**src/rtl/cmp_pkg.sv**
```systemverilog
// rtl/cmp_pkg.sv - shared state encoding, sizing helpers and parameter check for seq_compare
`ifndef CMP_PKG_SV
`define CMP_PKG_SV

// Elaboration-time guard: the chunk scan only works when CHUNK tiles WIDTH exactly.
`define CMP_CHECK_CHUNK_DIVIDES(w, c) \
    if (((w) % (c)) != 0) begin : g_chunk_check \
        $error("seq_compare: CHUNK must divide WIDTH"); \
    end

package cmp_pkg;

    localparam logic [0:0] ST_IDLE = 1'b0;
    localparam logic [0:0] ST_RUN  = 1'b1;

    // Number of chunks scanned per operand.
    function automatic int cmp_nchunk(input int width, input int chunk);
        return width / chunk;
    endfunction

    // Width of the cycle counter; must hold the value NCHUNK itself.
    function automatic int cmp_cw(input int nchunk);
        return $clog2(nchunk + 1);
    endfunction

    // Width of the chunk index; at least one bit even for a single chunk.
    function automatic int cmp_iw(input int nchunk);
        return (nchunk > 1) ? $clog2(nchunk) : 1;
    endfunction

endpackage

`endif

```
**src/rtl/chunk_cmp.sv**
```systemverilog
// rtl/chunk_cmp.sv - combinational unsigned compare of one CHUNK-bit slice
module chunk_cmp #(
    parameter int CHUNK = 8
) (
    input  logic [CHUNK-1:0] a,
    input  logic [CHUNK-1:0] b,
    output logic             ne,
    output logic             lt
);

    assign ne = |(a ^ b);
    assign lt = (a < b);

endmodule

```
**src/rtl/seq_compare.sv**
```systemverilog
// rtl/seq_compare.sv - multi-cycle MSB-first chunked comparator with start/done handshake
module seq_compare
    import cmp_pkg::*;
#(
    parameter  int WIDTH  = 32,
    parameter  int CHUNK  = 8,
    localparam int NCHUNK = cmp_nchunk(WIDTH, CHUNK),
    localparam int CW     = cmp_cw(NCHUNK)
) (
    input  logic             clock,
    input  logic             reset_n,
    input  logic             start,
    input  logic             is_signed,
    input  logic [WIDTH-1:0] data_operandA,
    input  logic [WIDTH-1:0] data_operandB,
    output logic             busy,
    output logic             done,
    output logic             isNotEqual,
    output logic             isLessThan,
    output logic [CW-1:0]    cycles
);

    localparam int IW = cmp_iw(NCHUNK);

    `CMP_CHECK_CHUNK_DIVIDES(WIDTH, CHUNK)

    logic [0:0]       state;
    logic [WIDTH-1:0] op_a;
    logic [WIDTH-1:0] op_b;
    logic [IW-1:0]    idx;
    logic [CW-1:0]    count;
    logic [WIDTH-1:0] sign_bias;
    logic [CHUNK-1:0] chunks_a [NCHUNK];
    logic [CHUNK-1:0] chunks_b [NCHUNK];
    logic [CHUNK-1:0] chunk_a;
    logic [CHUNK-1:0] chunk_b;
    logic             chunk_ne;
    logic             chunk_lt;

    // Flipping the sign bit maps two's-complement order onto unsigned order.
    assign sign_bias = {is_signed, {(WIDTH-1){1'b0}}};

    for (genvar i = 0; i < NCHUNK; i++) begin : g_chunks
        assign chunks_a[i] = op_a[i*CHUNK +: CHUNK];
        assign chunks_b[i] = op_b[i*CHUNK +: CHUNK];
    end

    assign chunk_a = chunks_a[idx];
    assign chunk_b = chunks_b[idx];

    chunk_cmp #(
        .CHUNK (CHUNK)
    ) u_chunk_cmp (
        .a  (chunk_a),
        .b  (chunk_b),
        .ne (chunk_ne),
        .lt (chunk_lt)
    );

    assign busy = (state == ST_RUN);

    // FSM: latch operands on start, scan chunks MSB-first, stop at first difference.
    always_ff @(posedge clock or negedge reset_n) begin
        if (!reset_n) begin
            state      <= ST_IDLE;
            op_a       <= '0;
            op_b       <= '0;
            idx        <= '0;
            count      <= '0;
            done       <= 1'b0;
            isNotEqual <= 1'b0;
            isLessThan <= 1'b0;
            cycles     <= '0;
        end else begin
            done <= 1'b0;
            case (state)
                ST_IDLE: begin
                    if (start) begin
                        op_a  <= data_operandA ^ sign_bias;
                        op_b  <= data_operandB ^ sign_bias;
                        idx   <= IW'(NCHUNK - 1);
                        count <= '0;
                        state <= ST_RUN;
                    end
                end
                ST_RUN: begin
                    count <= count + CW'(1);
                    if (chunk_ne) begin
                        isNotEqual <= 1'b1;
                        isLessThan <= chunk_lt;
                        cycles     <= count + CW'(1);
                        done       <= 1'b1;
                        state      <= ST_IDLE;
                    end else if (idx == '0) begin
                        isNotEqual <= 1'b0;
                        isLessThan <= 1'b0;
                        cycles     <= CW'(NCHUNK);
                        done       <= 1'b1;
                        state      <= ST_IDLE;
                    end else begin
                        idx <= idx - IW'(1);
                    end
                end
                default: state <= ST_IDLE;
            endcase
        end
    end

endmodule

```
**config.mk**
```make
export PLATFORM = sky130hd
export DESIGN_NAME = seq_compare
export DESIGN_NICKNAME = d
export VERILOG_FILES = /design/src/rtl/cmp_pkg.sv /design/src/rtl/chunk_cmp.sv /design/src/rtl/seq_compare.sv
export SDC_FILE = /design/constraint.sdc
export NUM_CORES = 1
export LEC_CHECK = 0
export ABC_AREA = 0
export CAP_MARGIN = 20
export CORE_MARGIN = 1
export CORE_UTILIZATION = 50
export DETAILED_ROUTE_END_ITERATION = 10
export MAX_ROUTING_LAYER = met4
export PLACE_DENSITY = 0.79
export SLEW_MARGIN = 20
export SYNTH_ARGS = -nofsm -noshare
export SYNTH_HDL_FRONTEND = slang
export SYNTH_SLANG_ARGS = --single-unit
```
**constraint.sdc**
```tcl
create_clock -name clock -period 4.2 [get_ports clock]
set_input_delay 0.63 -clock clock [delete_from_list [all_inputs] [get_ports clock]]
set_output_delay 0.63 -clock clock [all_outputs]
set_load 0.01 [all_outputs]
```
Yosys cells after proc, flatten, opt, wreduce, memory -nomap -nowiden
Index checks and enable logic that the tools add are counted.
{ "totals": {"regBits": 76, "inputBits": 68, "output_inout_bits": 7, "elab_cells": 51} }
{ "op_classes": {"add_sub_neg": 2, "order_cmp": 2, "n_eq_ne": 3, "mux": 24, "n_bitwise": 5, "n_reduce_logical": 6} }
{ "ops": {"columns": ["op", "n"], "rows": [
  ["$xor A32 B32 Y32", 2],
  ["$bmux W8 S2", 2],
  ["$mux W8", 4],
  ["$mux W1", 9],
  ["$mux W3", 3],
  ["$lt A8 B8 Y1", 1],
  ["$reduce_or A8 Y1", 1],
  ["$xor A8 B8 Y8", 1],
  ["$mux W2", 3],
  ["$ne A2 B2 Y1 const B", 3],
  ["$pmux W3 S2", 1],
  ["$pmux W2 S2", 1],
  ["$reduce_and A2 Y1", 2],
  ["$add A3 B1 Y3 const B", 1],
  ["$ge A3 B3 Y1 const B", 1],
  ["$not A2 Y3", 1],
  ["$reduce_and A3 Y1", 1],
  ["$logic_not A2 Y1", 1],
  ["$pmux W1 S2", 1],
  ["$reduce_bool A2 Y1", 1],
  ["$sub A2 B1 Y2 const B", 1],
  ["$not A1 Y1", 1]
]} }

Logic depth before layout (Yosys ltp)
Gate-level depths: netlist of the first run.
{ "logic_depth": {"word_depth": 8, "mapped_depth": 8, "mapped_depth_nobuf": 7} }

Hierarchy
Synthesis of the first run repeated with hierarchy kept, for this count alone.
{ "hier_totals": {"hier_cells": 223, "area_unflattened_um2": 3724.8} }
{ "by_module_without_submodules": {"columns": ["mod", "n_inst", "cells_each", "area_per_inst_um2", "seq_area_each_um2"], "rows": [
  ["seq_compare", 1, 196, 3509.6, 1901.8],
  ["chunk_cmp", 1, 27, 215.2, 0.0]
]} }

Worst setup path after synthesis of the first run
Ideal clock, no wire load.
{ "synth_path": {"path_type": "reg2reg", "start": "register idx[0]", "end": "register cycles[2]", "setup_time_ns": 0.121, "arrival_ns": 2.226, "t_required_ns": 4.079, "setup_slack_ns": 1.852, "stages_incl_launch_ff": 9, "path_buffers": 2, "synth_period_minus_slack_ns": 2.348, "cell_sequence": "dfrtp_1 > buf_4 > buf_6 > mux4_2 > ha_1 > nand4_1 > o31ai_2 > inv_1 > o22a_1"} }
{ "synth_via": {"elab_chain_len": 8, "elab_cells_between_ends": 13, "cone_classes": "7 x mux; 2 x bitwise; 4 x reduce/logical"} }
{ "synth_lines": {"columns": ["element", "line", "text"], "rows": [
  ["start, declared", "seq_compare.sv:30", "logic [IW-1:0] idx;"],
  ["start signal, assigned", "seq_compare.sv:81", "idx <= IW'(NCHUNK - 1);"],
  ["start signal, assigned", "seq_compare.sv:101", "idx <= idx - IW'(1);"],
  ["$not A2 Y3 (implied by the code)", "seq_compare.sv:48, seq_compare.sv:49", null],
  ["$bmux W8 S2, on equally long branches", "seq_compare.sv:48, seq_compare.sv:49", null],
  ["$mux W8, on equally long branches (2 in series)", "seq_compare.sv:48, seq_compare.sv:49", null],
  ["$xor A8 B8 Y8", "chunk_cmp.sv:11", "assign ne = |(a ^ b);"],
  ["$reduce_or A8 Y1", "chunk_cmp.sv:11", null],
  ["$reduce_bool A2 Y1 (no source line)", null, null],
  ["$reduce_and A2 Y1 (no source line)", null, null],
  ["end signal, assigned", "seq_compare.sv:91", "cycles <= count + CW'(1);"],
  ["end signal, assigned", "seq_compare.sv:97", "cycles <= CW'(NCHUNK);"],
  ["end, declared", "seq_compare.sv:20", "output logic [CW-1:0] cycles"]
]} }
Parallel ways exist; a longest one is shown, timed or not. The select of a mux whose other input is x is not followed.
A chain may end at the register's enable or synchronous reset.

Final worst setup path of the first run
{ "layout_path": {"start": "register idx[0]", "end": "register isLessThan"} }
{ "layout_via": {"elab_chain_len": 8, "elab_cells_between_ends": 14, "cone_classes": "1 x order compare; 7 x mux; 2 x bitwise; 4 x reduce/logical"} }
{ "layout_lines": {"columns": ["element", "line", "text"], "rows": [
  ["parallel branches: the longest is 8 deep, another holds $lt A8 B8 Y1", null, null],
  ["end signal, assigned", "seq_compare.sv:90", "isLessThan <= chunk_lt;"],
  ["end, declared", "seq_compare.sv:19", "output logic isLessThan,"]
]} }
Several ways; the timed one is not identified. The select of a mux whose other input is x is not followed.

==> results of run 1 <==
[synth_stat cells (3+ instances only)]
cell type  count
a21oi_1        4
buf_4          7
buf_6          4
dfrtp_1       76
ha_1          10
inv_1         12
mux2_2        60
mux2_4         3
mux4_2        16
nand2_1        7
nor2_1         6
o21ai_0        4
[cells by family (layout without fill, tap and decap cells)]
group,Yosys count,in the layout,share of synthesized area [%]
adder cells (fa/ha/maj),10,10,3.58
XOR/XNOR,3,3,0.751
flip-flops,76,76,54.4
buffers and inverters,25,104,4.36
multiplexers,81,81,31.5
AO/OA/AOI/OAI,15,15,2.93
AND/OR/NAND/NOR,19,19,2.50
[worst max-delay path by stage]
| stage | start | to | slack [ps] | depth (start not counted) |
|---|---|---|---|---|
| after floorplan | idx[0]$_DFFE_PN0P_ | cycles[2]$_DFFE_PN0P_ | 1850 | 8 |
| after global placement | idx[0]$_DFFE_PN0P_ | cycles[2]$_DFFE_PN0P_ | 1480 | 7 |
| after detailed placement | idx[0]$_DFFE_PN0P_ | isLessThan$_DFFE_PN0P_ | 1410 | 7 |
| after CTS | idx[0]$_DFFE_PN0P_ | isLessThan$_DFFE_PN0P_ | 1270 | 7 |
| final | idx[0]$_DFFE_PN0P_ | isLessThan$_DFFE_PN0P_ | 1290 | 7 |
| after global routing | idx[0]$_DFFE_PN0P_ | isLessThan$_DFFE_PN0P_ | 1100 | 7 |
[worst max-delay path, cell delays in order, from the launching register on]
cell     delay (ps)
dfrtp_1         680
buf_4           320
mux4_2          510
inv_1            70
ha_1            220
nand4_1         190
o21ai_0         270
o41ai_1         510
[state kept, by name, indices dropped and copies added, names as in the netlist]
| name | count |
|---|---|
| cycles | 3 |
| op_b | 32 |
| done | 1 |
| busy | 1 |
| idx | 2 |
| count | 3 |
| isNotEqual | 1 |
| op_a | 32 |
| isLessThan | 1 |
[per-layer routing]
metal	wire length [um]	vias up	part of all wire, %	GRT usage, %
li1	-	976	-	-
met1	2830	1065	43	26.5
met2	3480	41	53	33.7
met3	194	8	2.9	3.18
met4	84	0	1.3	9.55
met5	0	-	0	-
[cell usage in the layout (no fill, tap or decap), types with 6 or more instances in the layout]
| master | netlist | routed |
|---|---|---|
| dfrtp_1 | 76 | 76 |
| clkdlybuf4s50_1 | 0 | 73 |
| mux2_2 | 60 | 60 |
| mux4_2 | 16 | 16 |
| inv_1 | 12 | 12 |
| clkbuf_8 | 0 | 11 |
| ha_1 | 10 | 10 |
| nand2_1 | 7 | 7 |
| nor2_1 | 6 | 6 |
[through the flow]
stage	hold slack [ps]	util [%]	cells
5_1_grt	501	66.8	388
6_report	411	66.8	388
4_1_cts	457	66.8	388
3_3_place_gp	471	63.1	372
2_1_floorplan	334	-	229
3_5_place_dp	485	63.1	372
[power breakdown]
| group | switching [mW] | total, mW | internal (mW) |
|---|---|---|---|
| logic | 0.133 | 0.374 | 0.241 |
| registers | 0.0689 | 0.913 | 0.845 |
| clock network | 0.256 | 0.683 | 0.427 |
[layout make-up]
cell class	count	area (um^2)	area share (%)
clock buffers	12	155	3.44
clock inverters	4	95.1	2.11
inverters	12	45.0	0.999
multi-input cells	128	1450	32.1
flip-flops and latches	76	1900	42.2
well taps	80	100	2.22
repair buffers	76	766	17.0
==> flow_metrics.env, run 1 <==
export IMPL_status="finished clean"
export IMPL_core_area_mm2=0.00676
export IMPL_cts_clk_slew_worst_paths_ps=70
export IMPL_cts_tree="built"
export IMPL_wire_per_inst_um=17.0
export IMPL_grt_pass1_vias=2215
export IMPL_place_area_mm2=0.00426
export IMPL_cp_arrival_ps=3110
export IMPL_peakVddDrop_v=0.000211
export IMPL_cts_buffers=9
export IMPL_hold_path_class="in2async"
export IMPL_ys_warn_count=0
export IMPL_yosysSeqAreaShare_pct=54.4
export IMPL_r2r_start="idx[0]$_DFFE_PN0P_"
export IMPL_finalPower_mw=1.97
export IMPL_tns_ps=0
export IMPL_cts_sinks=76
export IMPL_path_class="reg2reg"
export IMPL_finalClockSkew_ps=9.19
export IMPL_antenna_found_initial=0
export IMPL_ant_nets=0
export IMPL_post_route_min_period_ps=2910
export IMPL_nets=381
export IMPL_end_kind="flop"
export IMPL_cts_hold_buffers=0
export IMPL_cap_violations=0
export IMPL_htreeDepth=3
export IMPL_num_antenna_cells=0
export IMPL_synth_nets=307
export IMPL_routed_wl_mm=6.59
export IMPL_synth_largest_area_cell="dfrtp_1"
export IMPL_yosys_register_bits=76
export IMPL_synthFlopType="dfrtp_1"
export IMPL_async_reset_ff_share_pct=100
export IMPL_synth_top_area_share_pct=54.4
export IMPL_r2r_setup_slack_ps=1290
export IMPL_yosysUniqueCellTypes=27
export IMPL_syn_area_per_cell_um2=15.3
export IMPL_fin_area_mm2=0.00451
export IMPL_dr_total_vias=2090
export IMPL_slew_headroom_pct=37.5
export IMPL_synthTopCellsByArea="dfrtp_1, mux2_2, mux4_2, ha_1, buf_4"
export IMPL_setup_slack_ps=1290
export IMPL_rr_worst_depth=7
export IMPL_rsz0062_at_grt="false"
export IMPL_grt_overflow=0
export IMPL_dr_pass1_iters=4
export IMPL_cts_repair_resized=0
export IMPL_critPathMaxFanout=11
export IMPL_gp_congestion=0.759
export IMPL_drc=0
export IMPL_vias_per_cell=5.39
export IMPL_die_area_mm2=0.00733
export IMPL_r2r_end="isLessThan$_DFFE_PN0P_"
export IMPL_globalRouteTotalUtil_pct=21.0
export IMPL_grt_pass1_wl_mm=11.0
export IMPL_die_height_um=85.6
export IMPL_max_freq_ghz=0.344
export IMPL_rows=30
export IMPL_dp_hpwl_mm=4.80
export IMPL_grt_max_degree=77
export IMPL_synth_edf_count=0
export IMPL_fill_cells=497
export IMPL_synthCells=229
export IMPL_initial_core_util_pct=51.8
export IMPL_place_port_buffers=74
export IMPL_powerDensity_mw_per_mm2=437
export IMPL_clock_path_buffers=2
export IMPL_p_leak_nw=1.95
export IMPL_hold_viol=0
export IMPL_worstMarginPinSlew_ps=937
export IMPL_required_ps=4400
export IMPL_place_ws_ps=1410
export IMPL_root_buffer="clkbuf_8"
export IMPL_syn_area_mm2=0.00350
export IMPL_critPathLaunchType="flop"
export IMPL_die_w_um=85.6
export IMPL_ios=75
export IMPL_synthToLayoutAreaGrowth_pct=29.0
export IMPL_clock_latency_ps=340
export IMPL_drv_slew=0
export IMPL_drt_iter0_markers=100
export IMPL_post_cts_buffers=0
export IMPL_fin_crit_sh_pct=69.2
export IMPL_finalSetupViolations=0
export IMPL_drive_above_1_share_pct=32.1
(Power assumes the default switching activity.)
==> run 2: changes to the inputs <==
==> constraint.sdc (replaced) <==
create_clock -name clock -period 2.92 [get_ports clock]
set_input_delay 0.438 -clock clock [delete_from_list [all_inputs] [get_ports clock]]
set_output_delay 0.438 -clock clock [all_outputs]
set_load 0.01 [all_outputs]
==> flow_metrics.env, run 2 (synthesis gave the netlist of run 1 again) <==
export IMPL_end_kind="flop"
export IMPL_nets=383
export IMPL_required_ps=3150
export IMPL_htreeDepth=3
export IMPL_hold_path_class="in2async"
export IMPL_max_freq_ghz=0.417
export IMPL_finalPower_mw=2.59
export IMPL_cts_buffers=9
export IMPL_powerDensity_mw_per_mm2=579
export IMPL_place_port_buffers=74
export IMPL_synthToLayoutAreaGrowth_pct=27.8
export IMPL_ant_nets=0
export IMPL_path_class="reg2reg"
export IMPL_drt_iter0_markers=85
export IMPL_grt_overflow=0
export IMPL_final_cells=390
export IMPL_final_common_cell="dfrtp_1"
export IMPL_dp_hpwl_mm=4.55
export IMPL_hold_viol=0
export IMPL_rows=30
export IMPL_ios=75
export IMPL_finalClockSkew_ps=4.94
export IMPL_finalSetupViolations=0
export IMPL_fin_crit_sh_pct=82.1
export IMPL_critPathMaxFanout=18
export IMPL_antenna_found_initial=0
export IMPL_drive_above_1_share_pct=32.6
export IMPL_clock_latency_ps=340
export IMPL_cts_sinks=76
export IMPL_tns_ps=0
export IMPL_dr_pass1_iters=4
export IMPL_routed_wl_mm=6.18
export IMPL_num_antenna_cells=0
export IMPL_initial_core_util_pct=51.8
export IMPL_rsz0062_at_grt="false"
export IMPL_place_inst=374
export IMPL_cts_repair_resized=0
export IMPL_cts_hold_buffers=0
export IMPL_clock_path_buffers=2
export IMPL_worstMarginPinSlew_ps=926
export IMPL_wire_per_inst_um=15.8
export IMPL_drc=0
export IMPL_top_regs="op_a: 32 flops, op_b: 32 flops"
export IMPL_cts_tree="built"
export IMPL_cap_violations=0
export IMPL_vias_per_cell=5.24
export IMPL_layout_common_cells="dfrtp_1, clkdlybuf4s50_1, mux2_2"
export IMPL_hold_slack_ps=244
export IMPL_slew_headroom_pct=38.3
export IMPL_gp_congestion=0.779
export IMPL_root_buffer="clkbuf_8"
export IMPL_peakVddDrop_v=0.000334
export IMPL_die_height_um=85.6
export IMPL_globalRouteTotalUtil_pct=19.4
export IMPL_grt_max_degree=77
export IMPL_drv_slew=0
export IMPL_die_w_um=85.6
export IMPL_cts_clk_slew_worst_paths_ps=70
export IMPL_status="finished clean"
export IMPL_grt_pass1_wl_mm=10.2
export IMPL_critPathLaunchType="flop"
export IMPL_core_area_mm2=0.00676
export IMPL_die_area_mm2=0.00733
export IMPL_post_route_min_period_ps=2400
export IMPL_p_leak_nw=1.94
export IMPL_cp_arrival_ps=2630
export IMPL_post_cts_buffers=0
export IMPL_dr_total_vias=2045
export IMPL_grt_pass1_vias=2143
==> run 2: cell count changes in the layout (fill, tap and decap cells not counted), sizes merged <==
cell and delta:
clkbuf -2, buf +2, clkinv +4, bufinv -2
==> run 2: worst max-delay path, cell delays in order (launching register included) <==
cell and delay, ps:
dfrtp_1 410, buf_12 200, mux4_2 520, ha_1 320, nand4_1 180, o31ai_2 360
inv_1 90, o22a_1 200
==> run 2: area by class of cell <==
type	count	area [um^2]
Fill cell	494	2290
Inverter	12	45.0
Sequential cell	76	1900
Multi-Input combinational cell	128	1450
Timing Repair Buffer	78	793
Tap cell	80	100
Clock buffer	10	128
Clock inverter	6	55.1
==> run 2: power breakdown <==
group / leakage, nW / internal (mW) / total (mW) / switching, mW
logic: 0.954 / 0.349 / 0.536 / 0.186
registers: 0.885 / 1.22 / 1.31 / 0.0937
clock network: 0.0996 / 0.387 / 0.743 / 0.356
==> run 2: through the flow <==
step	worst slack (ps)	utilization, %	cell area [um^2]
after CTS	500	66.2	4470
after detailed placement	519	63.5	4290
after global routing	372	66.2	4470
after floorplan	572	-	3500
final	524	66.2	4470
after global placement	566	63.5	4290
==> run 2: worst paths after layout <==
check	start	end	slack [ps]	cells after the start
min in group clock	isLessThan$_DFFE_PN0P_	isLessThan$_DFFE_PN0P_	480	2
hold reg to reg	isLessThan$_DFFE_PN0P_	isLessThan$_DFFE_PN0P_	480	2
setup reg to reg	idx[0]$_DFFE_PN0P_	cycles[2]$_DFFE_PN0P_	520	7
setup / recovery	idx[0]$_DFFE_PN0P_	cycles[2]$_DFFE_PN0P_	520	7
max in group asynchronous	reset_n	op_b[11]$_DFFE_PN0P_	2090	1
hold / removal	reset_n	op_a[2]$_DFFE_PN0P_	240	1
==> run 2: routing by layer <==
metal  share of wire, %  track usage (%)  vias to the layer above  wire length, um
met5                  0                -                        -                0
met2                 52             31.3                       42             3210
li1                   -                -                      976                -
met1                 44             24.4                     1022             2690
met3                3.3             5.20                        5              206
met4                1.1             5.45                        0               68
